**src/rtl/maze_pkg.sv**
```systemverilog
// Shared definitions for the maze path player: grid geometry, move encoding,
// path length limit and the controller state enumeration.
package maze_pkg;

    localparam int GRID_SIZE   = 16;
    localparam int MAX_LEN_DEF = 254;
    localparam int COORD_W     = 4;
    localparam int LEN_W       = 8;

    typedef enum logic [1:0] {
        MOVE_UP    = 2'b00,
        MOVE_RIGHT = 2'b01,
        MOVE_DOWN  = 2'b10,
        MOVE_LEFT  = 2'b11
    } move_t;

    typedef enum logic [2:0] {
        ST_IDLE  = 3'd0,
        ST_INIT  = 3'd1,
        ST_LOAD  = 3'd2,
        ST_REQ   = 3'd3,
        ST_APPLY = 3'd4,
        ST_FIN   = 3'd5,
        ST_ERR   = 3'd6
    } state_t;

    // A path is replayable only if it has at least one move and fits the queue.
    function automatic logic len_is_legal(input logic [LEN_W-1:0] len, input int max_len);
        return (len != '0) && (int'(len) <= max_len);
    endfunction

endpackage

```
**src/rtl/path_player_if.sv**
```systemverilog
// Command/data bus between the path player (master) and the external move queue (slave).
interface path_player_if;
    import maze_pkg::*;

    // Queue commands are single-cycle strobes with no ready: q_init clears the queue,
    // q_load commits the loaded path, q_deq pops one move whose code appears on
    // q_data the following cycle. q_empty/q_full are level status; at most one
    // strobe is high in any cycle.
    logic [1:0]       q_data;
    logic             q_empty;
    logic             q_full;
    logic             q_init;
    logic             q_load;
    logic             q_deq;
    logic [LEN_W-1:0] q_back;

    modport master (
        input  q_data, q_empty, q_full,
        output q_init, q_load, q_deq, q_back
    );

    modport slave (
        output q_data, q_empty, q_full,
        input  q_init, q_load, q_deq, q_back
    );

endinterface

```
**src/rtl/maze_step.sv**
```systemverilog
// Combinational single-move position update on the 16x16 grid, flagging moves
// that would leave the grid instead of wrapping.
module maze_step
    import maze_pkg::*;
(
    input  logic [COORD_W-1:0] row,
    input  logic [COORD_W-1:0] col,
    input  move_t              dir,
    output logic [COORD_W-1:0] next_row,
    output logic [COORD_W-1:0] next_col,
    output logic               out_of_bounds
);

    localparam logic [COORD_W-1:0] EDGE_MAX = COORD_W'(GRID_SIZE - 1);

    always_comb begin
        next_row      = row;
        next_col      = col;
        out_of_bounds = 1'b0;
        unique case (dir)
            MOVE_UP: begin
                if (row == '0) out_of_bounds = 1'b1;
                else           next_row      = row - 1'b1;
            end
            MOVE_RIGHT: begin
                if (col == EDGE_MAX) out_of_bounds = 1'b1;
                else                 next_col      = col + 1'b1;
            end
            MOVE_DOWN: begin
                if (row == EDGE_MAX) out_of_bounds = 1'b1;
                else                 next_row      = row + 1'b1;
            end
            MOVE_LEFT: begin
                if (col == '0) out_of_bounds = 1'b1;
                else           next_col      = col - 1'b1;
            end
            default: out_of_bounds = 1'b1;
        endcase
    end

endmodule

```
**src/rtl/path_player.sv**
```systemverilog
// Replays a path of moves from an external queue, tracking the position on the
// grid and reporting whether the goal was reached or the path broke.
module path_player
    import maze_pkg::*;
#(
    parameter int MAX_LEN = MAX_LEN_DEF
) (
    input  logic               clock,
    input  logic               reset,
    input  logic               start,
    input  logic [LEN_W-1:0]   path_len,
    input  logic [COORD_W-1:0] start_row,
    input  logic [COORD_W-1:0] start_col,
    input  logic [COORD_W-1:0] goal_row,
    input  logic [COORD_W-1:0] goal_col,
    path_player_if.master      q,
    output logic [COORD_W-1:0] row,
    output logic [COORD_W-1:0] col,
    output logic               busy,
    output logic               step,
    output logic               done,
    output logic               reached,
    output logic               error,
    output state_t             dbg_state
);

    state_t             state_q, state_d;
    logic [COORD_W-1:0] row_q, row_d;
    logic [COORD_W-1:0] col_q, col_d;
    logic [COORD_W-1:0] goal_row_q, goal_row_d;
    logic [COORD_W-1:0] goal_col_q, goal_col_d;
    logic [LEN_W-1:0]   len_q, len_d;
    logic [LEN_W-1:0]   count_q, count_d;
    logic               reached_q, reached_d;

    logic               start_ok;
    logic               path_finished;
    logic [COORD_W-1:0] next_row;
    logic [COORD_W-1:0] next_col;
    logic               out_of_bounds;

    maze_step u_step (
        .row           (row_q),
        .col           (col_q),
        .dir           (move_t'(q.q_data)),
        .next_row      (next_row),
        .next_col      (next_col),
        .out_of_bounds (out_of_bounds)
    );

    assign start_ok      = len_is_legal(path_len, MAX_LEN);
    assign path_finished = (count_q == len_q);

    always_ff @(posedge clock or posedge reset) begin
        if (reset) begin
            state_q    <= ST_IDLE;
            row_q      <= '0;
            col_q      <= '0;
            goal_row_q <= '0;
            goal_col_q <= '0;
            len_q      <= '0;
            count_q    <= '0;
            reached_q  <= 1'b0;
        end else begin
            state_q    <= state_d;
            row_q      <= row_d;
            col_q      <= col_d;
            goal_row_q <= goal_row_d;
            goal_col_q <= goal_col_d;
            len_q      <= len_d;
            count_q    <= count_d;
            reached_q  <= reached_d;
        end
    end

    always_comb begin
        state_d = state_q;
        unique case (state_q)
            ST_IDLE:  if (start) state_d = start_ok ? ST_INIT : ST_ERR;
            ST_INIT:  state_d = ST_LOAD;
            ST_LOAD:  state_d = q.q_full ? ST_ERR : ST_REQ;
            ST_REQ: begin
                if (path_finished)  state_d = ST_FIN;
                else if (q.q_empty) state_d = ST_ERR;
                else                state_d = ST_APPLY;
            end
            ST_APPLY: state_d = out_of_bounds ? ST_ERR : ST_REQ;
            ST_FIN:   state_d = ST_IDLE;
            ST_ERR:   state_d = ST_IDLE;
            default:  state_d = ST_IDLE;
        endcase
    end

    // Datapath registers: latched on an accepted start, advanced by each legal move.
    always_comb begin
        row_d      = row_q;
        col_d      = col_q;
        goal_row_d = goal_row_q;
        goal_col_d = goal_col_q;
        len_d      = len_q;
        count_d    = count_q;
        reached_d  = reached_q;
        unique case (state_q)
            ST_IDLE: begin
                if (start && start_ok) begin
                    row_d      = start_row;
                    col_d      = start_col;
                    goal_row_d = goal_row;
                    goal_col_d = goal_col;
                    len_d      = path_len;
                    count_d    = '0;
                    reached_d  = 1'b0;
                end else if (start) begin
                    len_d = '0;
                end
            end
            ST_APPLY: begin
                if (!out_of_bounds) begin
                    row_d   = next_row;
                    col_d   = next_col;
                    count_d = count_q + 1'b1;
                end
            end
            ST_FIN:  reached_d = (row_q == goal_row_q) && (col_q == goal_col_q);
            ST_ERR:  reached_d = 1'b0;
            default: ;
        endcase
    end

    always_comb begin
        busy     = (state_q != ST_IDLE);
        q.q_init = (state_q == ST_INIT);
        q.q_load = (state_q == ST_LOAD);
        q.q_deq  = (state_q == ST_REQ) && !path_finished && !q.q_empty;
        step     = (state_q == ST_APPLY) && !out_of_bounds;
        done     = (state_q == ST_FIN);
        error    = (state_q == ST_ERR);
        // A rejected start clears the latched length, so q_back stays 0 in that case too.
        q.q_back = (state_q == ST_IDLE || len_q == '0) ? '0 : len_q - 1'b1;
    end

    assign row       = row_q;
    assign col       = col_q;
    assign reached   = reached_q;
    assign dbg_state = state_q;

endmodule
```
**src/flat_wrapper.sv**
```systemverilog
// flat-port wrapper written by rule: the top's interface ports become plain ports
module path_player_flat import maze_pkg::*;
#(
    parameter int MAX_LEN = MAX_LEN_DEF
)
  (clock, reset, start, path_len, start_row, start_col, goal_row, goal_col, row, col, busy, step, done, reached, error, dbg_state, q_q_data, q_q_empty, q_q_full, q_q_init, q_q_load, q_q_deq, q_q_back);
  path_player_if q_i ();
  input  logic clock;
  input  logic reset;
  input  logic start;
  input  logic [LEN_W-1:0] path_len;
  input  logic [COORD_W-1:0] start_row;
  input  logic [COORD_W-1:0] start_col;
  input  logic [COORD_W-1:0] goal_row;
  input  logic [COORD_W-1:0] goal_col;
  output logic [COORD_W-1:0] row;
  output logic [COORD_W-1:0] col;
  output logic busy;
  output logic step;
  output logic done;
  output logic reached;
  output logic error;
  output state_t dbg_state;
  input wire logic [$bits(q_i.q_data)-1:0] q_q_data;
  input wire logic [$bits(q_i.q_empty)-1:0] q_q_empty;
  input wire logic [$bits(q_i.q_full)-1:0] q_q_full;
  output wire logic [$bits(q_i.q_init)-1:0] q_q_init;
  output wire logic [$bits(q_i.q_load)-1:0] q_q_load;
  output wire logic [$bits(q_i.q_deq)-1:0] q_q_deq;
  output wire logic [$bits(q_i.q_back)-1:0] q_q_back;
  assign q_i.q_data = q_q_data;
  assign q_i.q_empty = q_q_empty;
  assign q_i.q_full = q_q_full;
  assign q_q_init = q_i.q_init;
  assign q_q_load = q_i.q_load;
  assign q_q_deq = q_i.q_deq;
  assign q_q_back = q_i.q_back;
  path_player #(.MAX_LEN(MAX_LEN)) u_core (.clock(clock), .reset(reset), .start(start), .path_len(path_len), .start_row(start_row), .start_col(start_col), .goal_row(goal_row), .goal_col(goal_col), .q(q_i), .row(row), .col(col), .busy(busy), .step(step), .done(done), .reached(reached), .error(error), .dbg_state(dbg_state));
endmodule
```
**config.mk**
```make
export PLATFORM = sky130hd
export DESIGN_NAME = path_player_flat
export DESIGN_NICKNAME = d
export VERILOG_FILES = /design/src/rtl/maze_pkg.sv /design/src/rtl/path_player_if.sv /design/src/rtl/maze_step.sv /design/src/rtl/path_player.sv /design/src/flat_wrapper.sv
export SDC_FILE = /design/constraint.sdc
export NUM_CORES = 1
export LEC_CHECK = 0
export ABC_AREA = 1
export BUFFER_PORTS_ARGS = -buffer_cell sky130_fd_sc_hd__buf_2
export CORE_UTILIZATION = 55
export DETAILED_ROUTE_END_ITERATION = 12
export PLACE_DENSITY = 0.89
export SYNTH_ARGS = -nofsm -noshare
export SYNTH_HDL_FRONTEND = slang
export SYNTH_SLANG_ARGS = --single-unit
```
**constraint.sdc**
```tcl
create_clock -name clock -period 1.56 [get_ports clock]
set_input_delay 0.312 -clock clock [delete_from_list [all_inputs] [get_ports clock]]
set_output_delay 0.312 -clock clock [all_outputs]
set_load 0.1 [all_outputs]
```
==> flow_summary.json, run 1 <==
{
  "dp_hpwl_mm": 7.81,
  "ctsResizeCount": 99,
  "die_height_um": 71.6,
  "clock_sinks": 36,
  "start_util": 0.591,
  "postCtsHoldBufs": 0,
  "post_cts_buffers": 19,
  "ios": 58,
  "yosys_warnings": 0,
  "syn_area_per_cell_um2": 7.36,
  "cts_made_buffers": 5,
  "synth_fp_nets": 402,
  "synth_seq_cells": 36,
  "cts_root_buf": "clkbuf_8",
  "io_buffers": 57,
  "postSynthCellCount": 362,
  "fp-row-count": 24,
  "synthesis.area_mm2": 0.00266,
  "htreeDepth": 2,
  "clockBufferDepth": 2,
  "toolErrorMsg": "[ERROR DPL-0038] Utilization greater than 100%, impossible to legalize",
  "yosysUniqueCellTypes": 39,
  "routabilityCongestion": 0.885,
  "lastStage": "clock tree synthesis (4_1_cts)",
  "status": "did not finish",
  "dieWidth_um": 71.6,
  "yosysSeqAreaShare": 0.338
}
[synth_stat cells]
| cell | n | area [um2] |
|---|---|---|
| a21oi_1 | 10 | 50.1 |
| a21oi_4 | 1 | 16.3 |
| a31oi_1 | 1 | 6.26 |
| and3_1 | 1 | 6.26 |
| buf_2 | 1 | 5.00 |
| buf_4 | 2 | 15.0 |
| buf_6 | 3 | 33.8 |
| clkinv_4 | 1 | 8.76 |
| dfrtp_1 | 36 | 901 |
| fa_1 | 2 | 40.0 |
| ha_1 | 7 | 87.6 |
| inv_1 | 31 | 116 |
| inv_2 | 7 | 26.3 |
| mux2i_1 | 1 | 10.0 |
| nand2_1 | 99 | 372 |
| nand2_2 | 4 | 25.0 |
| nand2_4 | 3 | 33.8 |
| nand3_1 | 42 | 210 |
| nand3_2 | 3 | 30.0 |
| nand3_4 | 1 | 17.5 |
| nand3b_1 | 2 | 15.0 |
| nand4_1 | 2 | 12.5 |
| nand4_2 | 1 | 12.5 |
| nand4_4 | 1 | 21.3 |
| nor2_1 | 37 | 139 |
| nor2_2 | 1 | 6.26 |
| nor2_4 | 2 | 22.5 |
| nor3_1 | 8 | 40.0 |
| nor3_2 | 2 | 20.0 |
| nor3b_2 | 1 | 12.5 |
| o21ai_0 | 14 | 70.1 |
| o21ai_1 | 5 | 25.0 |
| o21ai_2 | 1 | 8.76 |
| o21bai_1 | 1 | 7.51 |
| o21bai_4 | 1 | 18.8 |
| o31ai_1 | 1 | 7.51 |
| or2_2 | 6 | 37.5 |
| xnor2_1 | 11 | 96.3 |
| xor2_1 | 9 | 78.8 |
[cell families after synthesis]
logic type / Yosys count / synth area share
compound gates: 35 / 0.0790
xor+xnor: 20 / 0.0658
fa+ha+maj: 9 / 0.0479
buf+inv: 45 / 0.0771
flops: 36 / 0.338
mux: 1 / 0.00376
simple gates: 216 / 0.388
[through the flow]
stage / setup slack [ns] / hold slack (ns) / std cells / setup TNS (ns) / area, um2
3_5_place_dp: -0.355 / 0.439 / 524 / -5.07 / 4010
3_3_place_gp: -0.237 / 0.436 / 524 / -2.05 / 4010
2_1_floorplan: -0.771 / 0.456 / 362 / -10.23 / 2900
==> inputs of run 2 (changes only) <==
Settings changed: CORE_UTILIZATION 55 to 40, PLACE_DENSITY 0.89 to unset, PLACE_DENSITY_LB_ADDON set to 0.15.
==> run 2 against run 1 <==
Effect of this change: the flow now finishes, with violations (negative setup slack); synthesized area did not move; synthesized cell count did not move.
==> flow_summary.json, run 2 <==
{
  "multiInputGateArea_mm2": 0.00198,
  "setup_violations": 36,
  "yosysSeqAreaShare": 0.338,
  "top_regs": "u_core.count_q x8, u_core.len_q x8",
  "cts_tree": "built",
  "wl_mm": 8.09,
  "clock_sinks": 36,
  "num_antenna_cells": 0,
  "wl_per_cell_um": 13.8,
  "drt-pass1-iter-count": 4,
  "violations": "negative setup slack",
  "dieWidth_um": 83.6,
  "placed_cells": 554,
  "fp-row-count": 29,
  "tightest_slew_ns": 0.485,
  "yosys_warnings": 0,
  "ant_nets": 0,
  "cp-end-kind": "output port",
  "worstPathArrival_ns": 1.71,
  "routabilityCongestion": 0.844,
  "period_share": 1.30,
  "design.core.area_mm2": 0.00639,
  "maxSlewHeadroom": 0.676,
  "htreeDepth": 2,
  "crit_type": "flip-flop to output port",
  "die_area_mm2": 0.00699,
  "synthesis.area_mm2": 0.00266,
  "io_buffers": 57,
  "grt_pass1_vias": 2947,
  "start_util": 0.417,
  "num_vias": 2968,
  "synth_top_area_frac": 0.338,
  "rsz0062_at_grt": "true",
  "async_flop_share": 1.00,
  "synth_top_cell_by_area": "dfrtp_1",
  "fin_crit_ns": 2.03,
  "hold_class": "input port to asynchronous set/reset pin",
  "crit_path_max_fanout": 3,
  "yosysMostFrequentCell": "nand2_1",
  "cts_root_buf": "clkbuf_8",
  "route.detailed.drc": 0,
  "clk_pin_slew_ns": 0.08,
  "maxCapViolCount": 0,
  "finalMaxSlewViolations": 0,
  "dr.first_iter.drc_count": 118,
  "final_nets": 548,
  "grt_max_degree": 37,
  "synth_fp_nets": 402,
  "yosysUniqueCellTypes": 39,
  "skew_ns": 0.00631,
  "status": "complete, but fails checks",
  "layout-drive-gt1-share": 0.532,
  "max_freq_mhz": 494,
  "syn_area_per_cell_um2": 7.36,
  "grt_pass1_wl_mm": 13.2,
  "postSynthCellCount": 362,
  "insertion_delay_ns": 0.29,
  "synth.area.top_cells": "dfrtp_1, nand2_1, nand3_1",
  "grt_usage": 0.232,
  "vias_per_cell": 5.06,
  "ios": 58,
  "ys.flop_type": "dfrtp_1",
  "dp_hpwl_mm": 5.68,
  "dp_slack_ns": -0.194,
  "layout_commonest_cell": "nand2_1",
  "synth_seq_cells": 36,
  "grt_overflow": 0,
  "antenna_found_initial": 0,
  "finalHoldViolCount": 0,
  "synth_edf_count": 0,
  "syn_to_final_growth_pct": 79.0,
  "regArea_um2": 943,
  "timing.final.ws_setup_ns": -0.466,
  "layout_common_cells": "nand2_1, buf_4, nand3_1",
  "instances_no_fill": 586,
  "startpoint_type": "flip-flop",
  "clockBufferDepth": 2,
  "die_height_um": 83.6,
  "crit_required_ns": 1.25,
  "nFillCells": 431,
  "yosys-top-cells-count": "nand2_1, nand3_1, nor2_1",
  "cts_made_buffers": 5
}
run 2: cell families after synthesis:
kind of cell	Yosys count	synth area share
AND/OR/NAND/NOR	216	0.388
adder cells (fa/ha/maj)	9	0.0479
flip-flops	36	0.338
AO/OA/AOI/OAI	35	0.0790
multiplexers	1	0.00376
buffers and inverters	45	0.0771
XOR/XNOR	20	0.0658
run 2: per-stage QoR:
stage                     setup TNS [ns]   util  cell area (um2)  hold WS [ns]
after floorplan                   -10.23      -             2900         0.456
after global placement             -1.85  0.635             4060         0.449
after detailed placement           -2.41  0.635             4060         0.455
after CTS                          -5.82  0.699             4470         0.138
after global routing               -9.65  0.746             4770         0.159
final                              -6.59  0.746             4770         0.122
run 2: repair_timing:
item / in CTS / in global routing
gates cloned: 1 / 0
endpoints found under the setup margin: 30 / 55
gates resized for setup: 48 / 73
pin swaps: 18 / 38
hold buffers: 0 / 0
buffers inserted: 14 / 13
run 2: cell type report:
class                      instances  area share
multi-input combinational        281       0.416
timing repair buffer             145       0.311
sequential                        36       0.198
inverter                          39      0.0357
tap                               77      0.0202
clock buffer                       8      0.0189
run 2: path summary, 6_finish.rpt:
check	start	endpoint	slack, ns	cells past startpoint
min reg2reg	u_core.reached	u_core.reached	0.50	2
min in group clock	goal_row[1]	u_core.goal_row_q[1]	0.25	3
max	u_core.len_q[1]	q_q_deq	-0.47	9
max reg2reg	u_core.len_q[1]	u_core.dbg_state[1]	-0.43	13
max in group asynchronous	reset	u_core.dbg_state[1]	1.07	3
min	reset	u_core.count_q[4]	0.12	3
run 2: critical path, cell delays in order (launching register included):
cell	delay [ns]
dfrtp_1	0.42
buf_4	0.15
buf_6	0.12
xnor2_4	0.12
nand3_2	0.10
nor2_4	0.13
nand2_2	0.08
nand2_2	0.09
nor2_4	0.05
buf_12	0.15
run 2: layer usage:
metal | vias up | GRT usage | wire (um)
met5 | - | 0 | 0
met4 | 0 | 0.0586 | 157
met3 | 13 | 0.0376 | 321
met2 | 81 | 0.421 | 4110
met1 | 1417 | 0.286 | 3510
li1 | 1457 | - | -
Power of run 2 is left out: the tool's default activity adds up to more than one toggle a clock period on the data nets, which glitch-free logic cannot reach.
==> inputs of run 3 (changes only) <==
==> constraint.sdc (replaced) <==
create_clock -name clock -period 1.56 [get_ports clock]
set_input_delay 0.078 -clock clock [delete_from_list [all_inputs] [get_ports clock]]
set_output_delay 0.078 -clock clock [all_outputs]
set_load 0.1 [all_outputs]
==> run 3 against run 2 <==
Effect of this change: the run still ends with negative setup slack left; first-iteration DRC count rose by 13%; clock skew fell by 0.0041 ns; hold slack got worse by 0.091 ns; sequential share of layout area rose by 1.1 points; critical path depth fell by 3; via count fell by 3.9%; critical endpoint is now q_q_back[7]; largest cell class unchanged; highest routed layer unchanged.
==> flow_summary.json, run 3 (synthesis results as in run 2) <==
{
  "layout_commonest_cell": "nand2_1",
  "antenna_found_initial": 0,
  "final_nets": 523,
  "clockBufferDepth": 2,
  "maxSlewHeadroom": 0.677,
  "rsz0062_at_grt": "true",
  "die_area_mm2": 0.00699,
  "dieWidth_um": 83.6,
  "tns_ns": -3.24,
  "die_height_um": 83.6,
  "multiInputGateArea_mm2": 0.00208,
  "timing.rr.start": "u_core.dbg_state[0]",
  "ant_nets": 0,
  "drt-pass1-iter-count": 5,
  "cts_root_buf": "clkbuf_8",
  "period_share": 1.15,
  "maxCapViolCount": 0,
  "regArea_um2": 941,
  "finalMaxSlewViolations": 0,
  "num_vias": 2853,
  "start_util": 0.417,
  "num_antenna_cells": 0,
  "hold_depth": 3,
  "io_buffers": 57,
  "layout-drive-gt1-share": 0.543,
  "worstPathArrival_ns": 1.72,
  "cp-end-kind": "output port",
  "hold_start": "goal_col[1]",
  "ios": 58,
  "route.detailed.drc": 0,
  "design.core.area_mm2": 0.00639,
  "grt_pass1_vias": 2661,
  "fp-row-count": 29,
  "grt_max_degree": 37,
  "setup_violations": 37,
  "wl_mm": 7.87,
  "top_regs": "u_core.count_q x8, u_core.len_q x8",
  "syn_to_final_growth_pct": 68.9,
  "vias_per_cell": 5.09,
  "layout_common_cells": "nand2_1, buf_2, buf_4",
  "startpoint": "u_core.len_q[0]",
  "status": "complete, but fails checks",
  "dr.first_iter.drc_count": 133,
  "r2r-end": "u_core.len_q[7]",
  "timing.final.ws_setup_ns": -0.241,
  "hold_class": "input port to flip-flop",
  "fin_crit_ns": 1.80,
  "grt_pass1_wl_mm": 12.3,
  "clk_pin_slew_ns": 0.07,
  "reg2reg_slack_ns": -0.13,
  "wl_per_cell_um": 14.0,
  "startpoint_type": "flip-flop",
  "finalHoldViolCount": 0,
  "htreeDepth": 2,
  "tightest_slew_ns": 0.488,
  "reg2regPathDepth": 9,
  "max_freq_mhz": 555,
  "crit_type": "flip-flop to output port",
  "crit_path_max_fanout": 3,
  "violations": "negative setup slack",
  "cts_tree": "built",
  "routabilityCongestion": 0.853,
  "min_to": "u_core.goal_col_q[1]",
  "grt_overflow": 0,
  "insertion_delay_ns": 0.29,
  "nFillCells": 468,
  "skew_ns": 0.00217,
  "dp_hpwl_mm": 5.29,
  "grt_usage": 0.220,
  "clock_sinks": 36,
  "cts_made_buffers": 5,
  "crit_required_ns": 1.48
}
[run 3: cell count changes in the layout (fill, tap and decap cells not counted), moves of 7 or more]
cell and delta:
buf_12 -10, nand2_2 +7, nand2_1 -10, nand3_2 +10, nand3_1 -11, buf_4 -21, buf_2 +11, buf_6 -7
[run 3: final cells by class]
type	instances	area share
well taps	77	0.0214
clock inverters	2	0.00223
inverters	39	0.0395
clock buffers	6	0.0184
multi-input cells	282	0.462
flip-flops and latches	36	0.209
repair buffers	119	0.247
[run 3: worst max-delay path, stage by stage (launching register included)]
cell and delay, ns:
dfrtp_1 0.41, nor3_2 0.24, nand3_2 0.12, nor3_2 0.14, xor2_1 0.27, nor2_4 0.08, buf_12 0.17
[run 3: worst max-delay path by stage]
stage | cells past startpoint | slack [ns] | to
final | 6 | -0.24 | q_q_back[7]
after global routing | 6 | -0.38 | q_q_back[7]
after CTS | 6 | -0.24 | q_q_back[7]
after detailed placement | 6 | -0.01 | q_q_back[7]
after global placement | 6 | 0.07 | q_q_back[7]
after floorplan | 8 | -0.55 | u_core.dbg_state[0]
[run 3: per-layer routing]
layer,part of all wire,up-vias,global-route usage
met5,0,-,0
met4,0.018,0,0.0693
met3,0.043,15,0.0435
met2,0.48,78,0.347
met1,0.46,1349,0.302
li1,-,1411,-
[run 3: stage by stage]
stage | instances | setup slack, ns | hold WS (ns) | util | instance area (um2)
global route | 561 | -0.385 | 0.0319 | 0.704 | 4500
CTS | 540 | -0.239 | 0.0110 | 0.624 | 3990
finish | 561 | -0.241 | 0.0314 | 0.704 | 4500
global placement | 511 | 0.0740 | 0.216 | 0.564 | 3600
detailed placement | 511 | -0.0143 | 0.212 | 0.564 | 3600
floorplan | 362 | -0.554 | 0.216 | - | 2900
[run 3: what timing repair did]
action | 4_1_cts | 5_1_grt
resized for setup | 40 | 93
setup endpoints to repair | 13 | 43
gates cloned | 0 | 2
setup buffers | 20 | 24
hold buffers | 1 | 0
pin swaps | 14 | 39
endpoints found under the hold margin | 36 | 0
Power of run 3 is left out for the same reason.
